File: config.mk
export PLATFORM = sky130hd
export DESIGN_NAME = fpalu_sequencer_flat
export DESIGN_NICKNAME = d
export VERILOG_FILES = /design/src/rtl/fpalu_sequencer_pkg.sv /design/src/rtl/fpalu_sequencer_if.sv /design/src/rtl/fpalu_latency_lut.sv /design/src/rtl/fpalu_sequencer.sv /design/src/flat_wrapper.sv
export SDC_FILE = /design/constraint.sdc
export NUM_CORES = 1
export LEC_CHECK = 0
export CAP_MARGIN = 20
export CORE_MARGIN = 10
export CORE_UTILIZATION = 39
export DETAILED_ROUTE_END_ITERATION = 10
export PLACE_DENSITY = 0.92
export SYNTH_ARGS = -nofsm -noshare
export SYNTH_HDL_FRONTEND = slang
export SYNTH_SLANG_ARGS = --single-unit
export TNS_END_PERCENT = 5
File: constraint.sdc
create_clock -name iclock -period 2.25 [get_ports iclock]
set_clock_uncertainty 0.2 [all_clocks]
set_input_delay 0.45 -clock iclock [delete_from_list [all_inputs] [get_ports iclock]]
set_output_delay 0.45 -clock iclock [all_outputs]
set_load 0.05 [all_outputs]
File: src/rtl/fpalu_sequencer_pkg.sv
// Shared FP opcode constants and ALU response bundle
// for the FP issue/completion sequencer.
package fpalu_sequencer_pkg;

    localparam logic [4:0] FOPADD    = 5'd0;
    localparam logic [4:0] FOPSUB    = 5'd1;
    localparam logic [4:0] FOPMUL    = 5'd2;
    localparam logic [4:0] FOPDIV    = 5'd3;
    localparam logic [4:0] FOPSQRT   = 5'd4;
    localparam logic [4:0] FOPCEQ    = 5'd5;
    localparam logic [4:0] FOPCLT    = 5'd6;
    localparam logic [4:0] FOPCLE    = 5'd7;
    localparam logic [4:0] FOPMAX    = 5'd8;
    localparam logic [4:0] FOPMIN    = 5'd9;
    localparam logic [4:0] FOPCVTSW  = 5'd10;
    localparam logic [4:0] FOPCVTWS  = 5'd11;
    localparam logic [4:0] FOPCVTSWU = 5'd12;
    localparam logic [4:0] FOPCVTWUS = 5'd13;
    localparam logic [4:0] FOPABS    = 5'd14;
    localparam logic [4:0] FOPNEG    = 5'd15;
    localparam logic [4:0] FOPSGNJ   = 5'd16;
    localparam logic [4:0] FOPSGNJN  = 5'd17;
    localparam logic [4:0] FOPSGNJX  = 5'd18;

    typedef struct packed {
        logic [31:0] result;
        logic        nan;
        logic        zero;
        logic        overflow;
        logic        underflow;
        logic        comp;
    } alu_out_t;

endpackage

File: src/rtl/fpalu_sequencer_if.sv
// Issue, ALU-drive and completion signals of the FP sequencer.
// master = pipeline/ALU side, slave = sequencer.
interface fpalu_sequencer_if;
    import fpalu_sequencer_pkg::*;

    logic        istart;
    logic        iflush;
    logic [4:0]  icontrol;
    logic [31:0] idataa;
    logic [31:0] idatab;

    logic [4:0]  ocontrol;
    logic [31:0] odataa;
    logic [31:0] odatab;

    logic [31:0] ialu_result;
    logic        ialu_nan;
    logic        ialu_zero;
    logic        ialu_overflow;
    logic        ialu_underflow;
    logic        ialu_comp;

    logic        obusy;
    logic        odone;
    logic [31:0] oresult;
    logic        onan;
    logic        ozero;
    logic        ooverflow;
    logic        ounderflow;
    logic        oCompResult;

    modport master (
        output istart, iflush, icontrol, idataa, idatab,
        output ialu_result, ialu_nan, ialu_zero,
        output ialu_overflow, ialu_underflow, ialu_comp,
        input  ocontrol, odataa, odatab,
        input  obusy, odone, oresult,
        input  onan, ozero, ooverflow, ounderflow, oCompResult
    );

    modport slave (
        input  istart, iflush, icontrol, idataa, idatab,
        input  ialu_result, ialu_nan, ialu_zero,
        input  ialu_overflow, ialu_underflow, ialu_comp,
        output ocontrol, odataa, odatab,
        output obusy, odone, oresult,
        output onan, ozero, ooverflow, ounderflow, oCompResult
    );

endinterface

File: src/rtl/fpalu_latency_lut.sv
// Opcode -> ALU pipeline latency decode.
// Unlisted opcodes fall back to the combinational latency.
module fpalu_latency_lut
    import fpalu_sequencer_pkg::*;
#(
    parameter int CNT_W      = 5,
    parameter int LAT_ADDSUB = 7,
    parameter int LAT_MUL    = 5,
    parameter int LAT_DIV    = 6,
    parameter int LAT_SQRT   = 16,
    parameter int LAT_CMP    = 1,
    parameter int LAT_CVT    = 6,
    parameter int LAT_COMB   = 0
) (
    input  logic [4:0]       op,
    output logic [CNT_W-1:0] lat
);

    always_comb begin
        lat = CNT_W'(LAT_COMB);
        case (op)
            FOPADD, FOPSUB:
                lat = CNT_W'(LAT_ADDSUB);
            FOPMUL:
                lat = CNT_W'(LAT_MUL);
            FOPDIV:
                lat = CNT_W'(LAT_DIV);
            FOPSQRT:
                lat = CNT_W'(LAT_SQRT);
            FOPCEQ, FOPCLT, FOPCLE, FOPMAX, FOPMIN:
                lat = CNT_W'(LAT_CMP);
            FOPCVTSW, FOPCVTWS, FOPCVTSWU, FOPCVTWUS:
                lat = CNT_W'(LAT_CVT);
            default:
                lat = CNT_W'(LAT_COMB);
        endcase
    end

endmodule

File: src/rtl/fpalu_sequencer.sv
// FP ALU issue/completion controller: holds operands for the
// opcode latency, captures the ALU response, strobes odone.
module fpalu_sequencer
    import fpalu_sequencer_pkg::*;
#(
    parameter int CNT_W      = 5,
    parameter int LAT_ADDSUB = 7,
    parameter int LAT_MUL    = 5,
    parameter int LAT_DIV    = 6,
    parameter int LAT_SQRT   = 16,
    parameter int LAT_CMP    = 1,
    parameter int LAT_CVT    = 6,
    parameter int LAT_COMB   = 0
) (
    input  logic               iclock,
    input  logic               ireset,
    fpalu_sequencer_if.slave   bus
);

    typedef enum logic [1:0] {
        S_IDLE,
        S_WAIT,
        S_DONE
    } state_t;

    state_t           state;
    state_t           state_d;
    logic [CNT_W-1:0] cnt;
    logic [CNT_W-1:0] lat;
    logic             issue;
    logic             capture;

    fpalu_latency_lut #(
        .CNT_W      (CNT_W),
        .LAT_ADDSUB (LAT_ADDSUB),
        .LAT_MUL    (LAT_MUL),
        .LAT_DIV    (LAT_DIV),
        .LAT_SQRT   (LAT_SQRT),
        .LAT_CMP    (LAT_CMP),
        .LAT_CVT    (LAT_CVT),
        .LAT_COMB   (LAT_COMB)
    ) u_lut (
        .op  (bus.icontrol),
        .lat (lat)
    );

    // Flush beats start everywhere; DONE doubles as IDLE
    // so a new op can issue with no bubble.
    always_comb begin
        state_d = state;
        issue   = 1'b0;
        capture = 1'b0;
        case (state)
            S_IDLE: begin
                if (bus.istart && !bus.iflush) begin
                    issue   = 1'b1;
                    state_d = S_WAIT;
                end
            end
            S_WAIT: begin
                if (bus.iflush) begin
                    state_d = S_IDLE;
                end else if (cnt == '0) begin
                    capture = 1'b1;
                    state_d = S_DONE;
                end
            end
            S_DONE: begin
                if (bus.istart && !bus.iflush) begin
                    issue   = 1'b1;
                    state_d = S_WAIT;
                end else begin
                    state_d = S_IDLE;
                end
            end
            default: state_d = S_IDLE;
        endcase
    end

    assign bus.obusy = (state == S_WAIT);
    assign bus.odone = (state == S_DONE);

    always_ff @(posedge iclock) begin
        if (ireset) begin
            state           <= S_IDLE;
            cnt             <= '0;
            bus.ocontrol    <= '0;
            bus.odataa      <= '0;
            bus.odatab      <= '0;
            bus.oresult     <= '0;
            bus.onan        <= 1'b0;
            bus.ozero       <= 1'b0;
            bus.ooverflow   <= 1'b0;
            bus.ounderflow  <= 1'b0;
            bus.oCompResult <= 1'b0;
        end else begin
            state <= state_d;
            if (issue) begin
                bus.ocontrol <= bus.icontrol;
                bus.odataa   <= bus.idataa;
                bus.odatab   <= bus.idatab;
                cnt          <= lat;
            end else if (state == S_WAIT && cnt != '0) begin
                cnt <= cnt - CNT_W'(1);
            end
            if (capture) begin
                bus.oresult     <= bus.ialu_result;
                bus.onan        <= bus.ialu_nan;
                bus.ozero       <= bus.ialu_zero;
                bus.ooverflow   <= bus.ialu_overflow;
                bus.ounderflow  <= bus.ialu_underflow;
                bus.oCompResult <= bus.ialu_comp;
            end
        end
    end

endmodule

File: src/flat_wrapper.sv
// flat-port wrapper written by rule: the top's interface ports become plain ports
module fpalu_sequencer_flat import fpalu_sequencer_pkg::*;
#(
    parameter int CNT_W      = 5,
    parameter int LAT_ADDSUB = 7,
    parameter int LAT_MUL    = 5,
    parameter int LAT_DIV    = 6,
    parameter int LAT_SQRT   = 16,
    parameter int LAT_CMP    = 1,
    parameter int LAT_CVT    = 6,
    parameter int LAT_COMB   = 0
)
  (iclock, ireset, bus_istart, bus_iflush, bus_icontrol, bus_idataa, bus_idatab, bus_ialu_result, bus_ialu_nan, bus_ialu_zero, bus_ialu_overflow, bus_ialu_underflow, bus_ialu_comp, bus_ocontrol, bus_odataa, bus_odatab, bus_obusy, bus_odone, bus_oresult, bus_onan, bus_ozero, bus_ooverflow, bus_ounderflow, bus_oCompResult);
  fpalu_sequencer_if bus_i ();
  input  logic iclock;
  input  logic ireset;
  input wire logic [$bits(bus_i.istart)-1:0] bus_istart;
  input wire logic [$bits(bus_i.iflush)-1:0] bus_iflush;
  input wire logic [$bits(bus_i.icontrol)-1:0] bus_icontrol;
  input wire logic [$bits(bus_i.idataa)-1:0] bus_idataa;
  input wire logic [$bits(bus_i.idatab)-1:0] bus_idatab;
  input wire logic [$bits(bus_i.ialu_result)-1:0] bus_ialu_result;
  input wire logic [$bits(bus_i.ialu_nan)-1:0] bus_ialu_nan;
  input wire logic [$bits(bus_i.ialu_zero)-1:0] bus_ialu_zero;
  input wire logic [$bits(bus_i.ialu_overflow)-1:0] bus_ialu_overflow;
  input wire logic [$bits(bus_i.ialu_underflow)-1:0] bus_ialu_underflow;
  input wire logic [$bits(bus_i.ialu_comp)-1:0] bus_ialu_comp;
  output wire logic [$bits(bus_i.ocontrol)-1:0] bus_ocontrol;
  output wire logic [$bits(bus_i.odataa)-1:0] bus_odataa;
  output wire logic [$bits(bus_i.odatab)-1:0] bus_odatab;
  output wire logic [$bits(bus_i.obusy)-1:0] bus_obusy;
  output wire logic [$bits(bus_i.odone)-1:0] bus_odone;
  output wire logic [$bits(bus_i.oresult)-1:0] bus_oresult;
  output wire logic [$bits(bus_i.onan)-1:0] bus_onan;
  output wire logic [$bits(bus_i.ozero)-1:0] bus_ozero;
  output wire logic [$bits(bus_i.ooverflow)-1:0] bus_ooverflow;
  output wire logic [$bits(bus_i.ounderflow)-1:0] bus_ounderflow;
  output wire logic [$bits(bus_i.oCompResult)-1:0] bus_oCompResult;
  assign bus_i.istart = bus_istart;
  assign bus_i.iflush = bus_iflush;
  assign bus_i.icontrol = bus_icontrol;
  assign bus_i.idataa = bus_idataa;
  assign bus_i.idatab = bus_idatab;
  assign bus_i.ialu_result = bus_ialu_result;
  assign bus_i.ialu_nan = bus_ialu_nan;
  assign bus_i.ialu_zero = bus_ialu_zero;
  assign bus_i.ialu_overflow = bus_ialu_overflow;
  assign bus_i.ialu_underflow = bus_ialu_underflow;
  assign bus_i.ialu_comp = bus_ialu_comp;
  assign bus_ocontrol = bus_i.ocontrol;
  assign bus_odataa = bus_i.odataa;
  assign bus_odatab = bus_i.odatab;
  assign bus_obusy = bus_i.obusy;
  assign bus_odone = bus_i.odone;
  assign bus_oresult = bus_i.oresult;
  assign bus_onan = bus_i.onan;
  assign bus_ozero = bus_i.ozero;
  assign bus_ooverflow = bus_i.ooverflow;
  assign bus_ounderflow = bus_i.ounderflow;
  assign bus_oCompResult = bus_i.oCompResult;
  fpalu_sequencer #(.CNT_W(CNT_W), .LAT_ADDSUB(LAT_ADDSUB), .LAT_MUL(LAT_MUL), .LAT_DIV(LAT_DIV), .LAT_SQRT(LAT_SQRT), .LAT_CMP(LAT_CMP), .LAT_CVT(LAT_CVT), .LAT_COMB(LAT_COMB)) u_core (.iclock(iclock), .ireset(ireset), .bus(bus_i));
endmodule
# After elaboration in Yosys (flattened, before gate mapping)

Memory sizes are Yosys's and may differ from the RTL's.
Index checks and enable logic that the tools add are counted.

$add $sub $neg: 1
Equality and inequality tests: 4
Mux-type cells: 13
Reduce and logical (&&, ||, !) cells: 9

Operators with widths:

| kind                | count |
|---|---|
| $mux 5              | 3 |
| $mux 1              | 6 |
| $mux 2              | 3 |
| $pmux 2 s3          | 1 |
| $logic_not 5->1     | 1 |
| $reduce_bool 5->1   | 1 |
| $sub 5x1->5 const B | 1 |
| $ne 3x2->1 const B  | 1 |
| $eq 2x1->1 const B  | 1 |
| $eq 2x2->1 const B  | 1 |
| $logic_and 1x1->1   | 2 |
| $logic_not 2->1     | 1 |
| $ne 2x1->1 const B  | 1 |
| $reduce_and 2->1    | 1 |
| $reduce_bool 2->1   | 1 |
| $reduce_or 2->1     | 1 |
| $logic_not 1->1     | 1 |

Register bits after elaboration: 113
Bits in read-only memories: 64
Input port bits: 110
Output and inout bits: 108
Memories: 1

Memories:

| name            | depth | bits a word | rd ports | clocked after memory_dff | write ports | RTL line                | source |
|---|---|---|---|---|---|---|---|
| (no name shown) | 16    | 4           | 1        | 0                        | 0           | fpalu_latency_lut.sv:21 | `case (op)` |

# Logic depth before layout (Yosys ltp)

Word-level depth: 5
Gate-level depth with buffers: 8

# Hierarchy

From an unflattened synthesis, not the netlist that was laid out.

Cell total of the unflattened synthesis: 530
Area total of the unflattened synthesis: 4310.4 um^2

By module, submodules not included:

| module            | times used | cells an instance | area an instance (um^2) | sequential area each (um^2) |
|---|---|---|---|---|
| fpalu_sequencer   | 1          | 513               | 4211.5                  | 2262.2 |
| fpalu_latency_lut | 1          | 17                | 98.8                    | 0.0 |

# Worst setup path before layout

Ideal clock, no wire load.

Path type: flip-flop to flip-flop
From: register u_core.cnt[0]
To: register u_core.bus.oresult[10]
Library setup time: 0.132 ns
Data arrival time: 1.735 ns
Required time: 1.918 ns
Slack: 0.183 ns
Stages on the path, launching flop included: 9
Path buffers: 2
Clock period less this slack: 2.067 ns
Cells stage by stage: dfxtp_1 > inv_1 > ha_1 > or4b_4 > or3_4 > buf_6 > buf_6 > nand2_1 > a21oi_1

Word-level cells in the longest chain between the ends: 4

RTL lines:

| item                     | RTL line                 | source |
|---|---|---|
| start: declaration       | fpalu_sequencer.sv:28    | `logic [CNT_W-1:0] cnt;` |
| start signal: assignment | fpalu_sequencer.sv:102   | `cnt <= lat;` |
| start signal: assignment | fpalu_sequencer.sv:104   | `cnt <= cnt - CNT_W'(1);` |
| $logic_not 5->1          | fpalu_sequencer.sv:63    | `end else if (cnt == '0) begin` |
| $mux 1                   | fpalu_sequencer.sv:63    |  |
| $mux 1                   | fpalu_sequencer.sv:61    | `if (bus.iflush) begin` |
| $mux 1                   | fpalu_sequencer.sv:53    | `case (state)` |
| end signal: assignment   | fpalu_sequencer.sv:107   | `bus.oresult <= bus.ialu_result;` |
| end: declaration         | fpalu_sequencer_if.sv:46 | `output obusy, odone, oresult,` |

Every way passes these cells.
A chain may end at the register's enable or synchronous reset.

# Worst setup path after layout

From: register u_core.cnt[0]
To: register u_core.bus.oresult[30]

Same word-level chain as after synthesis.

==> results.md <==
- CP Data Required Time: 2.41 ns
- Antenna violations before repair: 0
- Register area share after synthesis: 55.3%
- DR iter-0 viols: 286
- Syn avg cell area: 7.94 sq um
- Hold Path Depth: 2
- GP Congestion: 0.789
- Nets@finish: 837
- Detailed Route WL: 14500 microns
- Total CTS buffers: 17
- Post-Synthesis Cells: 515
- Antenna-violating nets left: 0
- Peak supply drop: 0.477 mV
- Hold_buf cts: 0
- CP cell instances: inv_1, ha_1, or4b_4, or3_4, nand2_1, a21oi_1
- Grt ovf: 0
- #FFs+latches synth: 113
- Final Max Slew Viols: 0
- Dpl cells: 842
- # Post-CTS Setup Buffers: 0
- Ant. Diodes: 0
- R2R Path End: u_core.bus.oresult[30]
- Top Ports: 218
- Synth Flop Type: dfxtp_1
- Share of layout cells above drive strength 1: 6.25%
- # clock sinks: 113
- Setup violators final: 0
- Reg area: 2260 sq um
- Footprint of the multi-input gates: 1640 sq um
- Fin. Hold Viols: 0
- Crit path launch type: flop
- # fillers: 883
- DIE AREA: 15000 sq um
- CTS tree: yes
- H-tree depth: 4
- Commonest non-fill, non-tap cell in the layout: nand2_1
- Syn nets: 627
- Final TNS setup: 0 ns
- Worst Path Max Fanout: 38
- Crit-path leading delay family: simple AND/OR/NAND/NOR gates
- Avg WL per Cell: 16.7 microns
- Min-Delay Path Class: in -> reg
- Starting density of the core: 39.8%
- Final min period: 2.24 ns
- Vias in the first global route: 4467
- Crit path buf inv count: 1
- RSZ-0062 raised after global routing: true
- Largest net degree at the start of global routing: 79
- Worst-case reg-to-reg path depth: 6
- CP arrival: 2.40 ns
- Post-Syn Area: 4090 sq um
- Fmax: 446 MHz
- Outcome: complete, no violations
- CTS root buffer: clkbuf_8
- Worst hold endpoint: u_core.state[1]
- Hold Crit Start: ireset
- Post-synth EDFFs: 0
- Via density: 4.89
- Post-DP HPWL: 10800 microns
- WS Path Type: reg -> reg
- # port buffers: 217
- Die H: 122 microns
- Core Region: 10300 sq um
- First-pass GRT wire length: 22500 microns
- Async SR Flop Fraction: 0%
- Row count: 37
- Netlist cell types: 32
- Slowest-stage cell, CP: or3_4
- CP peak stage delay: 0.55 ns
- Most frequent cells in the layout: nand2_1, dfxtp_1, a21oi_1, clkdlybuf4s50_1, dlygate4sd2_1
- MaxCap Viol Count: 0
- Endpoint type of the worst setup path: flop
- Max clock buf depth: 2
- Power per cell area: 805 nW/um^2
- Yosys Warn Count: 0
- Final critical-path setup slack: 0.0102 ns
- Final Cycle Share: 99.5%
- Vias: 4261
- Die width: 122 microns
- Layout Cells excl Fill: 872
- Slew headroom: 63.3%
- Reg clk slew, reported paths: 0.05 ns
- Pre-CTS WS: -0.0435 ns
- DRC Markers: 0
- Leakage power: 0.00297 uW
- Worst Tran Pin Value: 0.553 ns
- Later-pin clock latency in the skew report: 0.51 ns
- R2R Path Start: u_core.cnt[0]
- First-pass detailed-route iteration total: 6
- R2r setup slk: 0.01 ns
- Syn-to-layout area delta: 66.1%
- All-Layer GR Usage: 18.8%
-- worst max path at each step --
stage | from | end | slack (ns) | cells after the start
floorplan | u_core.cnt[0] | u_core.bus.oresult[10] | 0.18 | 8
global placement | bus_iflush | u_core.bus.odatab[16] | 0.11 | 6
detailed placement | bus_iflush | u_core.bus.odataa[5] | -0.04 | 6
CTS | u_core.cnt[0] | u_core.bus.oresult[28] | 0.04 | 6
global route | u_core.cnt[0] | u_core.bus.oresult[30] | -0.09 | 6
finish | u_core.cnt[0] | u_core.bus.oresult[30] | 0.01 | 6
-- logic make-up (layout without fill, tap and decap cells) --
family          count (synthesis)  in the layout  synth area share [%]
simple gates                  236            236                  23.3
compound gates                120            120                  15.4
flops                         113            113                  55.3
buf+inv                        42            263                  4.98
fa+ha+maj                       2              2                 0.612
xor+xnor                        2              2                 0.428
-- through the flow --
step                util, %  instance area (sq um)  hold slack, ns  total power (uW)
finish                 66.1                   6800           0.177              5470
global route           66.1                   6800           0.184              5670
CTS                    66.1                   6800           0.154              5520
detailed placement     62.0                   6370           0.247              3040
global placement       62.0                   6370           0.240              3010
floorplan                 -                   4090           0.271              2630
-- power by group --
part           switching [uW]  internal, uW
registers                42.5          2080
logic                     499           322
clock network             854          1670
total                    1390          4080
-- synthesized netlist by cell type, drive strengths merged, types with 2 or more instances --
cell type,number,area [sq um]
ha,2,25.0
a21oi,110,551
clkbuf,25,93.8
inv,6,22.5
nor2b,3,18.8
nand2b,5,31.3
nor3,4,31.3
or3,2,17.5
nand2,213,800
dfxtp,113,2260
buf,11,87.6
nor2,4,15.0
o32ai,2,17.5
-- registers in the layout (all words and copies together) (netlist names) --
signal                  cells
u_core.state                2
u_core.bus.ounderflow       1
u_core.bus.ooverflow        1
u_core.bus.odataa          32
u_core.cnt                  5
u_core.bus.ocontrol         5
u_core.bus.odatab          32
u_core.bus.oresult         32
u_core.bus.onan             1
u_core.bus.oCompResult      1
u_core.bus.ozero            1
-- area by class of cell --
type | count | area share, %
Sequential cell | 113 | 33.3
Timing Repair Buffer | 227 | 31.5
Multi-Input combinational cell | 360 | 24.1
Clock buffer | 24 | 7.07
Tap cell | 136 | 2.50
Clock inverter | 6 | 1.18
Inverter | 6 | 0.331
-- timing repair --
action                     CTS  global route
pin swaps                    0             0
setup endpoints to repair  106            37
gates resized for setup    106             1
-- layer usage --
layer | routed length, microns | vias to the layer above | share of wire [%] | GRT usage (%)
met5 | 0 | - | 0 | 0
met4 | 416 | 0 | 2.9 | 8.76
met3 | 1180 | 31 | 8.1 | 6.93
met2 | 7690 | 182 | 53 | 34.5
met1 | 5250 | 1961 | 36 | 18.4
li1 | - | 2087 | - | -
(Power assumes the default switching activity.)
